===== src/rtl/alu_op_pkg.sv =====
// Shared ALU opcode definitions used by the encoder and the decoder.
// Also holds the encoder FSM state type and a one-hot helper.
package alu_op_pkg;

  localparam int NUM_OPS = 6;
  localparam int OP_W    = 3;

  typedef enum logic [OP_W-1:0] {
    OP_ADD = 3'd0,
    OP_SUB = 3'd1,
    OP_AND = 3'd2,
    OP_OR  = 3'd3,
    OP_SLL = 3'd4,
    OP_SRA = 3'd5
  } alu_op_e;

  typedef enum logic {
    ST_IDLE,
    ST_ISSUE
  } enc_state_e;

  // Last-granted pointer starts at the top index so opcode 0 has first priority.
  localparam logic [OP_W-1:0] LAST_PTR_RST = OP_W'(NUM_OPS - 1);

  function automatic logic [NUM_OPS-1:0] op_onehot(input logic [OP_W-1:0] op);
    op_onehot = NUM_OPS'(1) << op;
  endfunction

endpackage


===== src/rtl/alu_op_encoder_rr_pick.sv =====
// Combinational round-robin selector: first set bit of vec scanning upward
// from last_ptr+1, wrapping past the top index back to 0.
module rr_pick
  import alu_op_pkg::*;
(
  input  logic [NUM_OPS-1:0] vec,
  input  logic [OP_W-1:0]    last_ptr,
  output logic [OP_W-1:0]    index,
  output logic               any
);

  localparam logic [OP_W:0] NUM_W = (OP_W+1)'(NUM_OPS);

  logic [OP_W:0]   sum;
  logic [OP_W-1:0] cand;

  always_comb begin
    index = '0;
    any   = 1'b0;
    sum   = '0;
    cand  = '0;
    for (int unsigned i = 1; i <= NUM_OPS; i++) begin
      sum = {1'b0, last_ptr} + (OP_W+1)'(i);
      if (sum >= NUM_W) sum = sum - NUM_W;
      cand = sum[OP_W-1:0];
      if (!any && vec[cand]) begin
        any   = 1'b1;
        index = cand;
      end
    end
  end

endmodule


===== src/rtl/alu_op_encoder.sv =====
// Buffers one-hot ALU operation requests, arbitrates round-robin and issues
// the winning opcode on a valid/ready handshake.
module alu_op_encoder
  import alu_op_pkg::*;
#(
  parameter int CNT_W = 8
) (
  input  logic               clock,
  input  logic               reset,
  input  logic [NUM_OPS-1:0] req,
  input  logic               op_ready,
  output logic [OP_W-1:0]    opcode,
  output logic               op_valid,
  output logic [NUM_OPS-1:0] pending,
  output logic [CNT_W-1:0]   issued_count
);

  enc_state_e         state, state_n;
  logic [OP_W-1:0]    opcode_n;
  logic [OP_W-1:0]    last_ptr, last_ptr_n;
  logic [CNT_W-1:0]   count_n;
  logic [NUM_OPS-1:0] pending_n;
  logic [NUM_OPS-1:0] clr;
  logic [NUM_OPS-1:0] pick_vec;
  logic [OP_W-1:0]    pick_ptr;
  logic [OP_W-1:0]    pick_idx;
  logic               pick_any;

  rr_pick u_pick (
    .vec      (pick_vec),
    .last_ptr (pick_ptr),
    .index    (pick_idx),
    .any      (pick_any)
  );

  assign op_valid = (state == ST_ISSUE);

  always_comb begin
    state_n    = state;
    opcode_n   = opcode;
    last_ptr_n = last_ptr;
    count_n    = issued_count;
    clr        = '0;
    pick_vec   = pending;
    pick_ptr   = last_ptr;
    unique case (state)
      ST_IDLE: begin
        if (pick_any) begin
          opcode_n = pick_idx;
          state_n  = ST_ISSUE;
        end
      end
      ST_ISSUE: begin
        // On handshake the next pick excludes the served bit and uses the
        // just-issued opcode as the round-robin base, enabling back-to-back issue.
        if (op_ready) begin
          clr        = op_onehot(opcode);
          last_ptr_n = opcode;
          count_n    = issued_count + CNT_W'(1);
          pick_vec   = pending & ~clr;
          pick_ptr   = opcode;
          if (pick_any) opcode_n = pick_idx;
          else          state_n  = ST_IDLE;
        end
      end
      default: state_n = ST_IDLE;
    endcase
    pending_n = (pending & ~clr) | req;
  end

  always_ff @(posedge clock) begin
    if (reset) begin
      state        <= ST_IDLE;
      opcode       <= OP_ADD;
      last_ptr     <= LAST_PTR_RST;
      issued_count <= '0;
      pending      <= '0;
    end else begin
      state        <= state_n;
      opcode       <= opcode_n;
      last_ptr     <= last_ptr_n;
      issued_count <= count_n;
      pending      <= pending_n;
    end
  end

endmodule


===== config.mk =====
export PLATFORM = sky130hd
export DESIGN_NAME = alu_op_encoder
export DESIGN_NICKNAME = d
export VERILOG_FILES = /design/src/rtl/alu_op_pkg.sv /design/src/rtl/alu_op_encoder_rr_pick.sv /design/src/rtl/alu_op_encoder.sv
export SDC_FILE = /design/constraint.sdc
export NUM_CORES = 1
export LEC_CHECK = 0
export ABC_AREA = 1
export BUFFER_PORTS_ARGS = -buffer_cell sky130_fd_sc_hd__buf_2
export CORE_MARGIN = 5
export CORE_UTILIZATION = 59
export CTS_BUF_LIST = sky130_fd_sc_hd__clkbuf_4 sky130_fd_sc_hd__clkbuf_8
export DETAILED_ROUTE_END_ITERATION = 6
export GPL_TIMING_DRIVEN = 0
export PLACE_DENSITY = 0.78
export SLEW_MARGIN = 40
export SYNTH_ARGS = -nofsm -noshare
export SYNTH_HDL_FRONTEND = slang
export SYNTH_SLANG_ARGS = --single-unit

===== constraint.sdc =====
create_clock -name clock -period 3.4 [get_ports clock]
set_input_delay 0.17 -clock clock [delete_from_list [all_inputs] [get_ports clock]]
set_output_delay 0.17 -clock clock [all_outputs]
set_load 0.005 [all_outputs]

==> results of run 1 <==
worst max-delay path, cell delays in order (launching register included):
cell and delay, ps:
dfxtp_1 400, nand2_2 160, buf_6 190, nand2_1 60, o21a_2 230, inv_1 150
ha_1 260, inv_1 120, nand3_1 150, nand3_1 120, nand2_1 90, o21ai_1 240
nand3_2 160, nand3_2 110, nor2_4 50, nand2_1 70, nor2_1 40, nor2_1 80
nand3_1 90, nand2_1 100, a21oi_1 60
worst paths after layout:
check / from / slack [ps] / cells after the start / to
setup reg to reg: op_valid$_SDFF_PP0_ / 350 / 20 / opcode[1]$_SDFFE_PP0P_
hold reg to reg: issued_count[7]$_SDFFE_PP0P_ / 510 / 1 / issued_count[7]$_SDFFE_PP0P_
hold / removal: req[1] / 70 / 3 / pending[1]$_SDFF_PP0_
setup / recovery: op_valid$_SDFF_PP0_ / 350 / 20 / opcode[1]$_SDFFE_PP0P_
power by group through the flow:
stage	clock, mW	sequential, mW	combinational, mW
global placement	0	0.316	1.06
global route	0.139	0.317	1.28
detailed placement	0	0.316	1.08
CTS	0.130	0.311	1.09
floorplan	0	0.313	0.865
finish	0.127	0.310	1.10
synthesized netlist by cell type, drive strengths merged:
library cell  count
clkbuf            1
nor3b             1
dfxtp            21
nor2             28
nand2            94
a31oi             3
or2               1
nand4             7
inv              39
and2              2
a21oi            13
buf               4
ha               11
a21boi            2
o21ai            19
nand3b            1
nand3            37
nor3              3
o21a              3
xor2              2
metal layers:
layer	part of all wire (%)	global-route usage, %
met4	1.8	8.290
met5	0	0
met1	49	29.27
met2	45	36.17
met3	4.3	1.701
layout by cell type, fill, tap and decap left out, types with 3 or more instances in the layout:
cell      instances
a21oi_1          13
a31oi_1           3
buf_2            26
buf_6             3
clkbuf_4          4
dfxtp_1          21
ha_1             11
inv_1            37
nand2_1          84
nand2_2           8
nand3_1          30
nand3_2           7
nand4_1           4
nand4_2           3
nor2_1           25
nor3_1            3
o21ai_0          11
o21ai_1           5
flip-flops by register name, summed over array words and instances (netlist names):
signal and count:
issued_count 8, pending 6, last_ptr 3, opcode 3, op_valid 1
cell families (layout without fill, tap and decap cells):
| family | after synthesis | count (layout) |
|---|---|---|
| AO/OA/AOI/OAI | 40 | 40 |
| buffers and inverters | 44 | 74 |
| AND/OR/NAND/NOR | 174 | 174 |
| adder cells (fa/ha/maj) | 11 | 11 |
| XOR/XNOR | 2 | 2 |
| flip-flops | 21 | 21 |
metrics by stage:
step | power [mW] | hold WS (ps) | utilization, %
global placement | 1.380 | 378.9 | 66.94
global route | 1.733 | 72.56 | 68.14
finish | 1.537 | 65.41 | 68.14
floorplan | 1.178 | 239.1 | -
CTS | 1.529 | 64.26 | 67.93
detailed placement | 1.400 | 382.8 | 66.94
area by class of cell:
type	count	area (µm²)	share of cell area, %
timing repair buffer	26	130.1	6.307
sequential	21	420.4	20.38
inverter	39	146.4	7.095
tap	44	55.05	2.668
buffer	5	45.04	2.183
clock buffer	4	30.03	1.455
multi-input combinational	227	1236	59.92
==> flow_metrics.tcl, run 1 <==
set metrics [dict create \
    status "finished clean" \
    gp_congestion 0.8385 \
    synth_top_family_by_area "simple AND/OR/NAND/NOR gates" \
    vias 1901 \
    cts_hold_buf 0 \
    cts-root-buf "clkbuf_4" \
    rows 20 \
    worst_slew_pin_slew_ps 452.6 \
    yosys_warnings 0 \
    drive_above_1_share_pct 19.57 \
    post_cts_resized 0 \
    fmax_mhz 327.5 \
    post_cts_buffers 0 \
    cts_buffers 3 \
    routed_via_density 5.194 \
    die_x_um 65.87 \
    clock_path_buffers 2 \
    powerDensity_nw_per_um2 745.0 \
    finalCritPeriodShare_pct 89.81 \
    hold_violations 0 \
    wirelength_um 4135 \
    synth_adder_area_share_pct 7.473 \
    period_minus_slack_ps 3053 \
    setup_ws_ps 346.6 \
    ys_seq_elements 21 \
    endpoint_kind "flop" \
    cp.required_ps 3580 \
    antennaDiodeCount 0 \
    swShare_pct 53.68 \
    max_cap_viol_count 0 \
    io_pins 27 \
    synth.largest_area_cell "dfxtp_1" \
    p_comb_share_pct 71.6 \
    syn2layout_area_growth_pct 12.02 \
    hp-class "in2reg" \
    dieArea_um2 4339 \
    place_inst 362 \
    final_area_um2 2063 \
    antenna_found_initial 0 \
    ant_nets 0 \
    power_frac_clock_pct 8.2 \
    first_global_vias 1796 \
    yosys.area_share.simple_pct 45.18 \
    fin_cells 366 \
    fin_nets 343 \
    synth.net_count 312 \
    start_util_pct 60.83 \
    critPathArrivalTime_ps 3240 \
    core_area_um2 3028 \
    gr-total-overflow 0 \
    synth_cell_types 32 \
    max-vdd-ir-drop_uv 309.6 \
    synth_compound_area_share_pct 13.18 \
    fin_skew_ps 1.919 \
    clock-sinks 21 \
    placed_cell_area_um2 2027 \
    yosysTopAreaCellShare_pct 22.83 \
    cts.reportedPaths.clkPinSlew_ps 110 \
    p_leak_nw 1.091 \
    synth_xor_area_share_pct 0.9511 \
    path_class "reg2reg" \
    power_frac_seq_pct 20.2 \
    grt_max_degree 13 \
    cts_tree "done" \
    num-fill-cells 292 \
    synth.avg_cell_area_um2 6.307 \
    firstDrtPassIters 4 \
    setup_viol 0 \
    clock_latency_ps 300 \
    seq_area_frac_synth_pct 22.83 \
    p_switching_mw 0.8252 \
    critPathMaxFanout 10 \
    mappedNetlistArea_um2 1842 \
    drc_errors 0 \
    grt.total_usage_pct 21.83 \
    io_buffers 26 \
    report.final.slew_viol_count 0 \
    drtIter0Drc 126 \
    fin_setup_tns_ps 0 \
    wire_per_inst_um 11.30 \
    rsz0062_at_grt "no" \
    dpl.hpwl_um 3436 \
    htree_levels 1 \
    start_kind "flop" \
    p_int_mw 0.7120 \
    post-place-ws_ps 226.2 \
    max-slew-margin-rel_pct 69.82 \
    syn_inst 292 \
    synth.area.top_cells "dfxtp_1 (23%), nand2_1 (17%), nand3_1 (8.4%)" \
    dieHeight_um 65.87 \
    synth_mux_area_share_pct 0 \
    grt_pass1_wl_um 7583 \
]
No activity file was read; power rests on OpenSTA's default activity.
==> run 2: changes to the inputs <==
Settings changed: ABC_AREA 1 to 0, CORE_UTILIZATION 59 to 60, PLACE_DENSITY 0.78 to 0.79.
==> run 2 against run 1 <==
  * Hold slack lost 6.9 ps
  * Synthesized cell count shrank 15%
  * Critical endpoint unchanged
  * Utilization grew 14 points
  * Cell count shrank 8.5%
  * Highest routed layer unchanged
  * Largest cell class unchanged
==> flow_metrics.tcl, run 2 <==
set metrics [dict create \
    seq_area_um2 425.4 \
    synth.largest_area_cell "dfxtp_1" \
    cts_tree "done" \
    cts-root-buf "clkbuf_4" \
    grt_pass1_wl_um 9722 \
    syn_inst 247 \
    cp-startpoint "op_valid$_SDFF_PP0_" \
    rows 20 \
    final_common_cell "buf_2" \
    path_class "reg2reg" \
    syn2layout_area_growth_pct 29.75 \
    p_leak_nw 0.9900 \
    io_buffers 26 \
    drc_errors 0 \
    max-vdd-ir-drop_uv 484.0 \
    cts_buffers 3 \
    regMostFlops "issued_count" \
    dpl.hpwl_um 4255 \
    top_regs "issued_count x8, pending x6" \
    synth.avg_cell_area_um2 7.968 \
    multi_input_area_um2 1679 \
    p_comb_share_pct 78.8 \
    clock_path_buffers 2 \
    core_area_um2 3103 \
    p_int_mw 1.095 \
    hold_ws_ps 58.51 \
    synth_adder_area_share_pct 6.993 \
    report.final.slew_viol_count 0 \
    seq_area_frac_synth_pct 21.36 \
    synth_mux_area_share_pct 3.306 \
    num-fill-cells 226 \
    synth.area.top_cells "dfxtp_1 (21%), ha_1 (7.0%), a21oi_1 (5.1%)" \
    power_frac_seq_pct 15.4 \
    grt_max_degree 14 \
    use_met1_pct 38.47 \
    mappedNetlistArea_um2 1968 \
    routed_via_density 6.699 \
    yosysTopAreaCellShare_pct 21.36 \
    busiest_layer "met2" \
    finalCritPeriodShare_pct 96.56 \
    setup_viol 0 \
    wire_per_inst_um 19.60 \
    vias 2244 \
    fin_nets 312 \
    ys_seq_elements 21 \
    hold_violations 0 \
    clock_latency_ps 320 \
    max_cap_viol_count 0 \
    firstDrtPassIters 5 \
    largest_register_ffs 8 \
    final_cell_mix "buf_2 (26), nor2_1 (24), dfxtp_1 (19)" \
    fmax_mhz 304.6 \
    worst_slew_pin_slew_ps 572.9 \
    powerDensity_nw_per_um2 874.4 \
    io_pins 27 \
    use_met2_pct 46.13 \
    use_met3_pct 3.827 \
    synth.net_count 267 \
    start_util_pct 63.43 \
    synth.most_common_cell "nor2_1" \
    antennaDiodeCount 0 \
    start_kind "flop" \
    synth_edf_count 0 \
    synth_top_family_by_area "compound AO/OA/AOI/OAI gates" \
    power_frac_clock_pct 5.8 \
    synth_common_cells "nor2_1 (25), dfxtp_1 (21), a21oi_1 (20)" \
    hp-class "in2reg" \
    reg2reg_to "opcode[1]$_SDFFE_PP0P_" \
    ant_nets 0 \
    yosys_warnings 0 \
    die_x_um 67.28 \
    synth_xor_area_share_pct 3.115 \
    critPathMaxFanout 6 \
    synth_compound_area_share_pct 30.96 \
    p_switching_mw 1.138 \
    synth_cell_types 70 \
    max-slew-margin-rel_pct 61.81 \
    synthFlopType "dfxtp_1" \
    endpoint_kind "flop" \
    final_util_pct 82.30 \
    dieHeight_um 67.28 \
    htree_levels 1 \
    clock-sinks 21 \
    gp_congestion 0.9584 \
    rrSetupSlack_ps 120 \
    dieArea_um2 4526 \
    fin_skew_ps 16.86 \
    swShare_pct 50.94 \
    first_global_vias 2010 \
    cp.required_ps 3600 \
    period_minus_slack_ps 3283 \
    drive_above_1_share_pct 36.08 \
    drtIter0Drc 248 \
    timing.rr.start "op_valid$_SDFF_PP0_" \
    ys_async_sr_fraction_pct 0 \
    crit_end "opcode[1]$_SDFFE_PP0P_" \
    cts.reportedPaths.clkPinSlew_ps 140 \
    gr-total-overflow 0 \
    antenna_found_initial 0 \
    ff2ff_path_depth 15 \
    wirelength_um 6565 \
    grt.total_usage_pct 27.74 \
    critPathArrivalTime_ps 3480 \
    status "finished clean" \
    yosys.area_share.simple_pct 29.37 \
]
==> run 2: per-layer routing <==
metal,up-vias,share of wire (%),routed length [µm]
met3,18,7.1,464
met1,1080,43,2832
met2,116,48,3119
li1,1030,-,-
met5,-,0,0
met4,0,2.3,148
==> run 2: worst min-delay path by stage <==
stage	end	start	slack (ps)	cells after the start
2_1_floorplan	last_ptr[2]$_SDFF_PP1_	reset	270	1
3_3_place_gp	pending[4]$_SDFF_PP0_	req[4]	370	3
3_5_place_dp	pending[3]$_SDFF_PP0_	req[3]	390	3
4_1_cts	pending[4]$_SDFF_PP0_	req[4]	70	3
5_1_grt	pending[4]$_SDFF_PP0_	req[4]	70	3
6_report	pending[0]$_SDFF_PP0_	req[0]	60	3
==> run 2: cell families (layout without fill, tap and decap cells) <==
group	after synthesis	count (layout)
buffers and inverters	20	64
XOR/XNOR	7	7
AND/OR/NAND/NOR	105	105
AO/OA/AOI/OAI	77	77
adder cells (fa/ha/maj)	11	11
flip-flops	21	21
multiplexers	6	6
==> run 2: layout make-up <==
| type | instances | area share [%] |
|---|---|---|
| multi-input cells | 206 | 65.75 |
| flip-flops and latches | 21 | 16.66 |
| repair buffers | 41 | 9.995 |
| inverters | 12 | 2.205 |
| well taps | 44 | 2.156 |
| plain buffers | 7 | 2.058 |
| clock buffers | 3 | 0.8819 |
| clock inverters | 1 | 0.2940 |
==> run 2: power by group through the flow <==
stage | clock [mW] | combinational [mW] | sequential (mW)
3_3_place_gp | 0 | 1.23 | 0.336
2_1_floorplan | 0 | 0.998 | 0.324
5_1_grt | 0.139 | 1.88 | 0.347
6_report | 0.130 | 1.76 | 0.344
4_1_cts | 0.125 | 1.39 | 0.334
3_5_place_dp | 0 | 1.25 | 0.337
==> run 2: critical path: stages, from the launching register on <==
cell       delay, ps
dfxtp_4          390
buf_4            150
and3_1           190
buf_6            140
nor2_8           170
inv_4             70
ha_2             240
nor4_4           350
a31oi_2          180
and2_4           190
nor3_2           170
a21oi_2           40
buf_4            160
a2111oi_4        350
a311oi_2         100
o221a_1          260
==> run 2: repair_timing <==
item                                    4_1_cts  5_1_grt
pin swaps                                     1       13
setup buffers                                 6        9
endpoints found under the setup margin        4        4
cloned                                        0        0
resized for setup                            10       43
hold buffers                                  0        0
==> run 2: per-stage QoR <==
step / area, µm² / TNS (ps) / instances / total power, mW / setup WS (ps)
4_1_cts: 2273 / 0 / 326 / 1.848 / 0.2458
6_report: 2554 / 0 / 335 / 2.233 / 117.1
2_1_floorplan: 1972 / 0 / 247 / 1.323 / 4.877
3_5_place_dp: 2157 / -1650 / 317 / 1.585 / -556.5
5_1_grt: 2554 / -175.4 / 335 / 2.363 / -76.95
3_3_place_gp: 2157 / -1214 / 317 / 1.570 / -458.2
